## src/rtl/fib_gen.sv

```systemverilog
// Running Fibonacci pair generator: term is F(k), the next expected value.
module fib_gen #(
   parameter int unsigned WIDTH = 32
) (
   input  logic             clk,
   input  logic             rst_n,
   input  logic             load,
   input  logic             advance,
   output logic [WIDTH-1:0] term
);

   logic [WIDTH-1:0] a_q, a_d;
   logic [WIDTH-1:0] b_q, b_d;

   always_comb begin
      a_d = a_q;
      b_d = b_q;
      if (load) begin
         a_d = WIDTH'(1);
         b_d = WIDTH'(1);
      end else if (advance) begin
         a_d = b_q;
         b_d = a_q + b_q;
      end
   end

   always_ff @(posedge clk or negedge rst_n) begin
      if (!rst_n) begin
         a_q <= WIDTH'(1);
         b_q <= WIDTH'(1);
      end else begin
         a_q <= a_d;
         b_q <= b_d;
      end
   end

   assign term = a_q;

endmodule

```

## config.mk

```make
export PLATFORM = sky130hd
export DESIGN_NAME = fib_gen
export DESIGN_NICKNAME = d
export VERILOG_FILES = /design/src/rtl/fib_gen.sv
export SDC_FILE = /design/constraint.sdc
export NUM_CORES = 1
export LEC_CHECK = 0
export BUFFER_PORTS_ARGS = -buffer_cell sky130_fd_sc_hd__buf_2
export CORE_AREA = 2 2 100 102
export DETAILED_ROUTE_END_ITERATION = 12
export DIE_AREA = 0 0 102 104
export PLACE_DENSITY = 0.64
export REMOVE_ABC_BUFFERS = 1
export SYNTH_ARGS = -nofsm -noshare
export SYNTH_HDL_FRONTEND = slang
export SYNTH_SLANG_ARGS = --single-unit
```

## constraint.sdc

```tcl
create_clock -name clk -period 3.41 [get_ports clk]
set_input_delay 0.682 -clock clk [delete_from_list [all_inputs] [get_ports clk]]
set_output_delay 0.682 -clock clk [all_outputs]
set_load 0.02 [all_outputs]
```

==> impl_metrics.py, run 1 <==
metrics = {
    "logic_synthesis": {
        "ys_seq_area_frac": 0.3845,
        "synthFlopType": "dfrtp_1",
        "ys_seq_elements": 64,
        "syn_area_per_cell_um2": 9.270,
        "ys_warn_count": 0,
        "synth_edf_count": 0,
        "synthArstFlopShare": 1.000,
        "synth_largest_area_cell": "dfrtp_1",
        "netlist_top_cells_area": "dfrtp_1, mux2i_1, ha_1, nor2_1, a21oi_1",
        "netlist_area_um2": 4172,
        "synth_top_area_share": 0.3719,
        "syn-instance-count": 450,
        "yosysUniqueCellTypes": 52,
    },
    "timing": {
        "min_period_ps": 2896,
        "hold_violations": 0,
        "setup_viol": 0,
        "slew_headroom": 0.5619,
        "timing.fmax_mhz": 345.3,
        "rsz0062_at_grt": "no",
        "finalSetupTns_ps": 0,
        "drv_slew": 0,
        "worst_pin_slew_ps": 657.1,
        "fin_crit_sh": 0.8492,
        "clock_skew_ps": 15.24,
    },
    "grt": {
        "grt_pass1_wl_um": 15060,
        "overflow": 0,
        "grt_pass1_vias": 3196,
        "antenna_found_initial": 0,
        "grt_use_total": 0.1759,
        "grt_max_degree": 65,
    },
    "final_layout": {
        "diodes": 0,
        "drive_gt1_frac": 0.1332,
        "layout.nets": 519,
        "final_area_um2": 4703,
        "final_cells": 621,
        "syn_to_final_growth_pct": 12.75,
        "post-route-util": 0.4925,
    },
    "die": {
        "die_h_um": 104,
        "dieArea_um2": 10610,
        "num_rows": 36,
        "fp.dieW_um": 102,
        "start_util": 0.4368,
        "coreArea_um2": 9549,
        "pin_count": 36,
    },
    "placement": {
        "gp_congestion": 0.8335,
        "port_buffers": 35,
        "place_area_um2": 4493,
        "dp_hpwl_um": 6141,
        "place_inst": 605,
    },
    "pwr": {
        "switching_share": 0.2413,
        "pwr-share-comb": 0.072,
        "p_clk_frac": 0.441,
        "p_int_mw": 1.207,
        "p_sw_uw": 383.8,
        "vdd_drop_max_v": 0.0001453,
        "power_density_nw_per_um2": 338.2,
        "leakagePower_nw": 2.479,
        "p_seq_frac": 0.487,
        "power_mw": 1.591,
    },
    "worst_setup_path": {
        "path_class": "reg -> reg",
        "cpPeakStageDelay_ps": 550,
        "cp_cell_sequence": "ha_1 -> inv_1 -> fa_1 -> nor2b_1 -> o21a_1 -> o21ai_2 -> a211oi_2 -> o21ai_2 -> nand2_1 -> a31oi_1 -> o2111a_1 -> a311o_1",
        "cp-end-kind": "flip-flop",
        "crit_buf_inv": 1,
        "cp_common_cell": "o21ai_2",
        "cp_max_fo": 5,
        "worstSetupStartpointType": "flip-flop",
        "slowest_stage": "dfstp_2",
        "cpLargestDelayFamily": "compound AO/OA/AOI/OAI gates",
        "critPathRequiredTime_ps": 3660,
        "critPathArrivalTime_ps": 3140,
    },
    "drt": {
        "firstDrtPassIters": 4,
        "wl_met2_um": 3880,
        "routed_wirelength_um": 8676,
        "first_iter_violations": 124,
        "drtAntennaViolNets": 0,
        "wl_per_cell_um": 13.97,
        "wl_met3_um": 238,
        "top_layer": "met4",
        "drc": 0,
        "viasPerCell": 5.317,
        "wl_met1_um": 4388,
        "dr_total_vias": 3302,
    },
    "clock_network": {
        "cts_buffers": 9,
        "cts_resized": 0,
        "cts_setup_buffers": 0,
        "h-tree-depth": 3,
        "insertion_delay_ps": 360,
        "cts_tree": "yes",
        "holdBufCountCts": 0,
        "clkSinkCount": 64,
        "cts_max_path_buffers": 2,
        "root_buffer": "clkbuf_8",
        "clkTransAtPathRegs_ps": 80,
    },
    "run_status": {
        "status": "complete, no violations",
    },
    "worst_hold_path": {
        "hold_class": "in -> async",
    },
    "flow_run": {
        "max_cap_violations": 0,
    },
}
## cells in the mapped netlist, drive strengths merged (10+ instances only)
master / count
ha: 31
xor2: 12
a21o: 17
a21oi: 34
inv: 10
nand2: 31
clkbuf: 14
dfrtp: 62
nor2: 76
mux2i: 45
o21ai: 19
## kinds of logic (layout without fill, tap and decap cells)
group                      after synthesis  after routing  share of synthesized area
and+or+nand+nor                        150            150                     0.1629
AOI/OAI and AO/OA                      109            109                     0.1746
DFF                                     64             64                     0.3845
muxes                                   46             46                     0.1107
adders and majority gates               32             32                    0.09778
buffers and inverters                   28             66                    0.02549
xor gates and xnor gates                21             21                    0.04409
## metal layers
layer | up-vias | track usage
li1 | 1671 | -
met1 | 1568 | 0.2521
met2 | 48 | 0.2608
met3 | 15 | 0.03159
met4 | 0 | 0.07143
met5 | - | 0
## path summary, 6_finish.rpt
path,startpoint,to,slack [ps],depth (start not counted)
worst max-delay path,term[0],b_q[24],510,12
worst min-delay path,rst_n,term[3],330,2
worst max register to register,term[0],b_q[24],510,12
worst min register to register,b_q[25],b_q[25],520,2
max in group asynchronous,rst_n,b_q[0],2760,2
min in group clk,b_q[25],b_q[25],520,2
## power by group through the flow
stage | clock network (mW) | logic, mW | registers, mW
6_report | 0.701 | 0.115 | 0.775
3_5_place_dp | 0 | 0.117 | 0.790
2_1_floorplan | 0 | 0.0503 | 0.792
3_3_place_gp | 0 | 0.117 | 0.789
4_1_cts | 0.715 | 0.118 | 0.775
5_1_grt | 0.752 | 0.130 | 0.776
## layout by cell type (no fill, tap or decap), types with 4 or more instances in the layout
cell type	netlist	layout
xor2_1	12	12
nand2b_1	7	7
o21ai_0	12	12
clkbuf_8	0	12
xnor2_1	9	9
a21o_1	17	17
nor3_1	7	7
nor2b_1	7	7
ha_1	31	31
o211ai_1	4	4
nand2_1	31	31
buf_4	0	4
o22ai_1	4	4
o21ai_1	5	5
a21oi_1	32	32
a31oi_1	6	6
buf_2	1	34
o21a_1	6	6
inv_1	10	10
nor2_1	76	76
mux2i_1	45	45
nand3_1	6	6
dfrtp_1	62	62
## flip-flops by register name (all words and copies together), names as in the netlist
register  flops
term         32
b_q          32
## metrics by stage
stage                     hold WS [ps]  setup WS, ps
final                            326.9         514.2
after global routing             363.8         307.5
after CTS                        339.6         510.8
after detailed placement         516.4         537.2
after global placement           510.6         626.9
after floorplan                  386.4         685.1
## layout make-up
class                   count  area [um2]
fillers                   929        4846
multi-input cells         358        2461
flip-flops and latches     64        1604
repair buffers             39       220.2
clock buffers              14       172.7
well taps                 133       166.4
inverters                  11       41.29
clock inverters             2       37.54
(Power assumes the default switching activity.)
==> inputs of run 2 (changes only) <==
- ABC_AREA: not set -> 1
- CORE_AREA: 2 2 100 102 -> 2 2 106 108
- DIE_AREA: 0 0 102 104 -> 0 0 108 110
- PLACE_DENSITY: 0.64 -> 0.66
- clock period: 3.41 -> 2.45 ns (I/O delays scaled with it)
==> run 2 against run 1 <==
Die area up 12%. Worst hold slack got worse by 190 ps. Sequential power up 38%. Synthesized area increased by 14%. Core utilization is 0.48 points higher. Final area is 13% higher.
==> impl_metrics.py, run 2 <==
metrics = {
    "final_layout": {
        "layout.nets": 807,
        "syn_to_final_growth_pct": 11.75,
        "mostFrequentLayoutCell": "nand2_1",
        "diodes": 0,
        "layout_common_cells": "nand2_1, inv_1, dfrtp_1",
        "final_cells": 916,
        "drive_gt1_frac": 0.1237,
    },
    "worst_setup_path": {
        "cp-end-kind": "flip-flop",
        "cp_num_cells": 13,
        "cp_max_fo": 4,
        "crit_buf_inv": 2,
        "r2r-end": "b_q[20]",
        "cpLargestDelayFamily": "simple AND/OR/NAND/NOR gates",
        "path_class": "reg -> reg",
        "r2r_slack_ps": 220,
        "r2r_cells": 13,
        "critPathRequiredTime_ps": 2680,
        "endpoint": "b_q[20]",
        "startpoint": "term[0]",
        "worstSetupStartpointType": "flip-flop",
        "rr_startpoint": "term[0]",
        "cpPeakStageDelay_ps": 550,
        "cp_cell_sequence": "ha_1 -> inv_1 -> fa_1 -> inv_1 -> nand3_1 -> nand3_1 -> nand2_1 -> nand3_2 -> nand2_1 -> nand2_1 -> nand2_1 -> nand3_1 -> o21ai_1",
        "critPathArrivalTime_ps": 2470,
        "cp_common_cell": "nand2_1",
        "slowest_stage": "dfstp_2",
    },
    "drt": {
        "drc": 0,
        "viasPerCell": 4.949,
        "dr_total_vias": 4533,
        "first_iter_violations": 288,
        "wl_per_cell_um": 13.17,
        "routed_wirelength_um": 12070,
        "firstDrtPassIters": 7,
        "drtAntennaViolNets": 0,
    },
    "die": {
        "fp.dieW_um": 108,
        "start_util": 0.4450,
        "dieArea_um2": 11880,
        "pin_count": 36,
        "coreArea_um2": 10700,
        "die_h_um": 110,
        "num_rows": 38,
    },
    "logic_synthesis": {
        "yosysMostFrequentCell": "nand2_1",
        "synthFlopType": "dfrtp_1",
        "ys_top_cells_by_count": "nand2_1, inv_1, dfrtp_1, nor2_1, nand3_1",
        "syn_area_per_cell_um2": 6.522,
        "netlist_top_cells_area": "dfrtp_1, nand2_1, inv_1, ha_1, nand3_1",
        "synth_edf_count": 0,
        "ys_seq_area_frac": 0.3369,
        "syn-instance-count": 730,
        "synth_largest_area_cell": "dfrtp_1",
        "ys_warn_count": 0,
        "synthArstFlopShare": 1.000,
        "yosysUniqueCellTypes": 32,
        "netlist_area_um2": 4761,
        "synth_top_area_share": 0.3259,
        "ys_seq_elements": 64,
    },
    "timing": {
        "slew_headroom": 0.4798,
        "hold_violations": 0,
        "fin_crit_sh": 0.9120,
        "timing.fmax_mhz": 447.6,
        "min_period_ps": 2234,
        "setup_viol": 0,
        "clock_skew_ps": 5.857,
        "rsz0062_at_grt": "no",
        "finalSetupTns_ps": 0,
        "worst_pin_slew_ps": 779.4,
        "drv_slew": 0,
        "whs_ps": 135.9,
    },
    "pwr": {
        "vdd_drop_max_v": 0.0002180,
        "power_density_nw_per_um2": 405.8,
        "leakagePower_nw": 3.183,
        "power_mw": 2.159,
    },
    "grt": {
        "grt_pass1_wl_um": 20170,
        "overflow": 0,
        "grt_use_total": 0.2200,
        "grt_max_degree": 65,
        "antenna_found_initial": 0,
        "grt_pass1_vias": 4241,
    },
    "run_status": {
        "status": "complete, no violations",
    },
    "clock_network": {
        "cts_max_path_buffers": 2,
        "holdBufCountCts": 0,
        "root_buffer": "clkbuf_8",
        "cts_tree": "yes",
        "insertion_delay_ps": 360,
        "cts_setup_buffers": 0,
        "clkTransAtPathRegs_ps": 70,
        "cts_resized": 0,
        "h-tree-depth": 3,
        "cts_buffers": 9,
        "clkSinkCount": 64,
    },
    "flow_run": {
        "max_cap_violations": 0,
    },
    "placement": {
        "place_inst": 900,
        "port_buffers": 35,
        "gp_congestion": 0.9456,
        "dp_hpwl_um": 9111,
    },
    "worst_hold_path": {
        "hold_class": "in -> async",
    },
}
[run 2: cell count changes after synthesis, sizes merged, moves of 16 or more]
cell   previous run  this run
a21o             17         1
nand2            31       284
o21ai            19        42
nor2             76        45
inv              10       143
nand3             6        43
mux2i            45         0
[run 2: worst min path at each step]
| stage | slack, ps | to |
|---|---|---|
| 2_1_floorplan | 190 | b_q[10] |
| 3_3_place_gp | 470 | b_q[0] |
| 3_5_place_dp | 480 | b_q[0] |
| 4_1_cts | 160 | term[2] |
| 5_1_grt | 150 | b_q[2] |
| 6_report | 140 | term[2] |
[run 2: cells by family (layout without fill, tap and decap cells)]
family,Yosys count,after routing,synth area share
adders and majority gates,32,32,0.08568
and+or+nand+nor,383,383,0.3346
xor gates and xnor gates,2,2,0.003680
AOI/OAI and AO/OA,95,95,0.1146
DFF,64,64,0.3369
buffers and inverters,154,200,0.1246
[run 2: layout make-up]
class | count | area [um2]
clock buffers | 14 | 192.7
clock inverters | 2 | 10.01
fillers | 1090 | 5378
inverters | 143 | 536.8
multi-input cells | 512 | 2569
flip-flops and latches | 64 | 1604
well taps | 140 | 175.2
repair buffers | 41 | 232.7
[run 2: where the power goes]
part / switching (mW) / internal (mW)
clock: 0.426 / 0.503
combinational: 0.112 / 0.0437
sequential: 0.00633 / 1.07
total: 0.544 / 1.61
[run 2: worst reg2reg max path, delay by kind of cell, from the launching register on]
kind	cells	cell delay, ps
AO/OA/AOI/OAI	1	70
flip-flops	1	550
adder cells (fa/ha/maj)	2	620
AND/OR/NAND/NOR	8	670
buffers and inverters	2	200
[run 2: metrics by stage]
| step | util | cell area, um2 | setup slack [ps] |
|---|---|---|---|
| final | 0.4973 | 5320 | 215.7 |
| after global routing | 0.4973 | 5320 | 61.08 |
| after CTS | 0.4973 | 5320 | 211.0 |
| after detailed placement | 0.4784 | 5117 | 232.0 |
| after global placement | 0.4784 | 5117 | 308.9 |
| after floorplan | - | 4705 | 408.6 |
[run 2: metal layers]
layer	global-route usage	part of all wire
met1	0.3237	0.51
met2	0.3261	0.42
met3	0.03351	0.046
met4	0.08242	0.021
met5	0	0
==> inputs of run 3 (changes only) <==
- HOLD_SLACK_MARGIN: not set -> 0.08
- clock period: 2.45 -> 1.8 ns (I/O delays scaled with it)
==> run 3 against run 2 <==
The run now ends with negative setup slack left. Worst hold slack improved by 200 ps. Combinational power grew 94%. Critical path depth did not move. Core utilization is 12 points higher. Cell count up 7.1%. Sequential cell count did not move. Sequential share of layout area fell by 5.9 points. Critical path type unchanged. Critical endpoint unchanged.
==> impl_metrics.py, run 3 (synthesis results as in run 2) <==
metrics = {
    "clock_network": {
        "cts_tree": "yes",
        "insertion_delay_ps": 350,
        "cts_max_path_buffers": 2,
        "root_buffer": "clkbuf_8",
        "clkSinkCount": 64,
        "h-tree-depth": 3,
        "clkTransAtPathRegs_ps": 80,
        "cts_buffers": 9,
    },
    "timing": {
        "timing.fmax_mhz": 523.3,
        "finalSetupTns_ps": -883.9,
        "slew_headroom": 0.7007,
        "rsz0062_at_grt": "yes",
        "min_period_ps": 1911,
        "setup_viol": 14,
        "fin_crit_sh": 1.062,
        "worst_pin_slew_ps": 448.3,
        "worst_slack_ps": -110.9,
        "clock_skew_ps": 5.991,
        "hold_violations": 0,
        "drv_slew": 0,
    },
    "final_layout": {
        "syn_to_final_growth_pct": 38.76,
        "seqCellArea_um2": 1605,
        "diodes": 0,
        "final_area_um2": 6606,
        "final_cells": 981,
        "drive_gt1_frac": 0.3187,
        "mostFrequentLayoutCell": "nand2_1",
        "post-route-util": 0.6175,
        "layout.nets": 872,
        "fillers": 955,
        "multiInputGateArea_um2": 3267,
        "layout_common_cells": "nand2_1, inv_1, buf_4",
    },
    "worst_setup_path": {
        "critPathArrivalTime_ps": 2140,
        "cp-end-kind": "flip-flop",
        "cp_max_fo": 4,
        "critPathRequiredTime_ps": 2030,
        "worstSetupStartpointType": "flip-flop",
        "path_class": "reg -> reg",
    },
    "drt": {
        "dr_total_vias": 4999,
        "firstDrtPassIters": 5,
        "drtAntennaViolNets": 0,
        "drc": 0,
        "wl_per_cell_um": 14.89,
        "first_iter_violations": 299,
        "viasPerCell": 5.096,
        "routed_wirelength_um": 14610,
    },
    "pwr": {
        "p_seq_frac": 0.423,
        "leakagePower_nw": 3.602,
        "power_density_nw_per_um2": 525.1,
        "p_clk_frac": 0.490,
        "vdd_drop_max_v": 0.0003035,
        "switching_share": 0.2399,
        "pwr-share-comb": 0.087,
        "p_int_mw": 2.637,
        "p_sw_uw": 832.1,
    },
    "grt": {
        "overflow": 0,
        "grt_pass1_vias": 4721,
        "antenna_found_initial": 0,
        "grt_use_total": 0.2528,
        "grt_max_degree": 65,
        "grt_pass1_wl_um": 23100,
    },
    "flow_run": {
        "max_cap_violations": 0,
    },
    "run_status": {
        "status": "finished, violations left",
        "violations": "negative setup slack",
    },
    "placement": {
        "place_area_um2": 5525,
        "port_buffers": 35,
        "gp_congestion": 0.9100,
        "dp_hpwl_um": 10180,
        "place_inst": 951,
        "preCtsSetupSlack_ps": -307.4,
    },
    "die": {
        "dieArea_um2": 11880,
        "num_rows": 38,
        "start_util": 0.4450,
        "pin_count": 36,
        "fp.dieW_um": 108,
        "die_h_um": 110,
        "coreArea_um2": 10700,
    },
    "worst_hold_path": {
        "hold_class": "in -> reg",
    },
}
-- run 3: path summary, 6_finish.rpt --
path | depth (start not counted) | start | to | slack, ps
worst min register to register | 2 | b_q[0] | term[0] | 510
min in group asynchronous | 3 | rst_n | b_q[2] | 560
worst min-delay path | 4 | advance | b_q[28] | 340
worst max register to register | 13 | term[0] | b_q[20] | -110
worst max-delay path | 13 | term[0] | b_q[20] | -110
max in group asynchronous | 3 | rst_n | b_q[0] | 930
-- run 3: repair_timing --
| item | 4_1_cts | 5_1_grt |
|---|---|---|
| buffers inserted | 6 | 9 |
| hold buffers | 1 | 0 |
| endpoints found under the setup margin | 24 | 26 |
| pin swaps | 15 | 20 |
| resized for setup | 57 | 80 |
| endpoints found under the hold margin | 62 | 0 |
-- run 3: final cells by class --
type | count | share of cell area
inverter | 143 | 0.08163
clock buffer | 9 | 0.01875
multi-input combinational | 512 | 0.4945
tap | 140 | 0.02652
timing repair buffer | 106 | 0.1138
clock inverter | 7 | 0.02178
sequential | 64 | 0.2430
-- run 3: critical path, cell delays in order, from the launching register on --
cell and delay (ps):
dfstp_2 560, ha_4 140, inv_2 30, fa_2 340, inv_2 80, nand3_2 90
nand3_4 90, nand2_2 70, nand3_4 100, nand2_2 60, nand2_1 60, nand2_1 40
nand3_1 50, o21ai_1 70
-- run 3: power groups by stage --
stage	registers [mW]	clock network (mW)	logic [mW]
2_1_floorplan	1.49	0	0.112
3_3_place_gp	1.49	0	0.258
3_5_place_dp	1.49	0	0.265
4_1_cts	1.47	1.72	0.293
5_1_grt	1.47	1.78	0.333
6_report	1.47	1.70	0.303
-- run 3: layer usage --
layer | track usage | wire length [um]
met2 | 0.3913 | 6528
met1 | 0.3691 | 6977
met5 | 0 | 0
met3 | 0.03233 | 709
met4 | 0.07784 | 395
-- run 3: stage by stage --
| step | total power, mW | hold WS [ps] |
|---|---|---|
| floorplan | 1.606 | 64.41 |
| global placement | 1.747 | 399.8 |
| detailed placement | 1.756 | 409.5 |
| CTS | 3.483 | 324.7 |
| global route | 3.577 | 365.1 |
| finish | 3.469 | 336.1 |
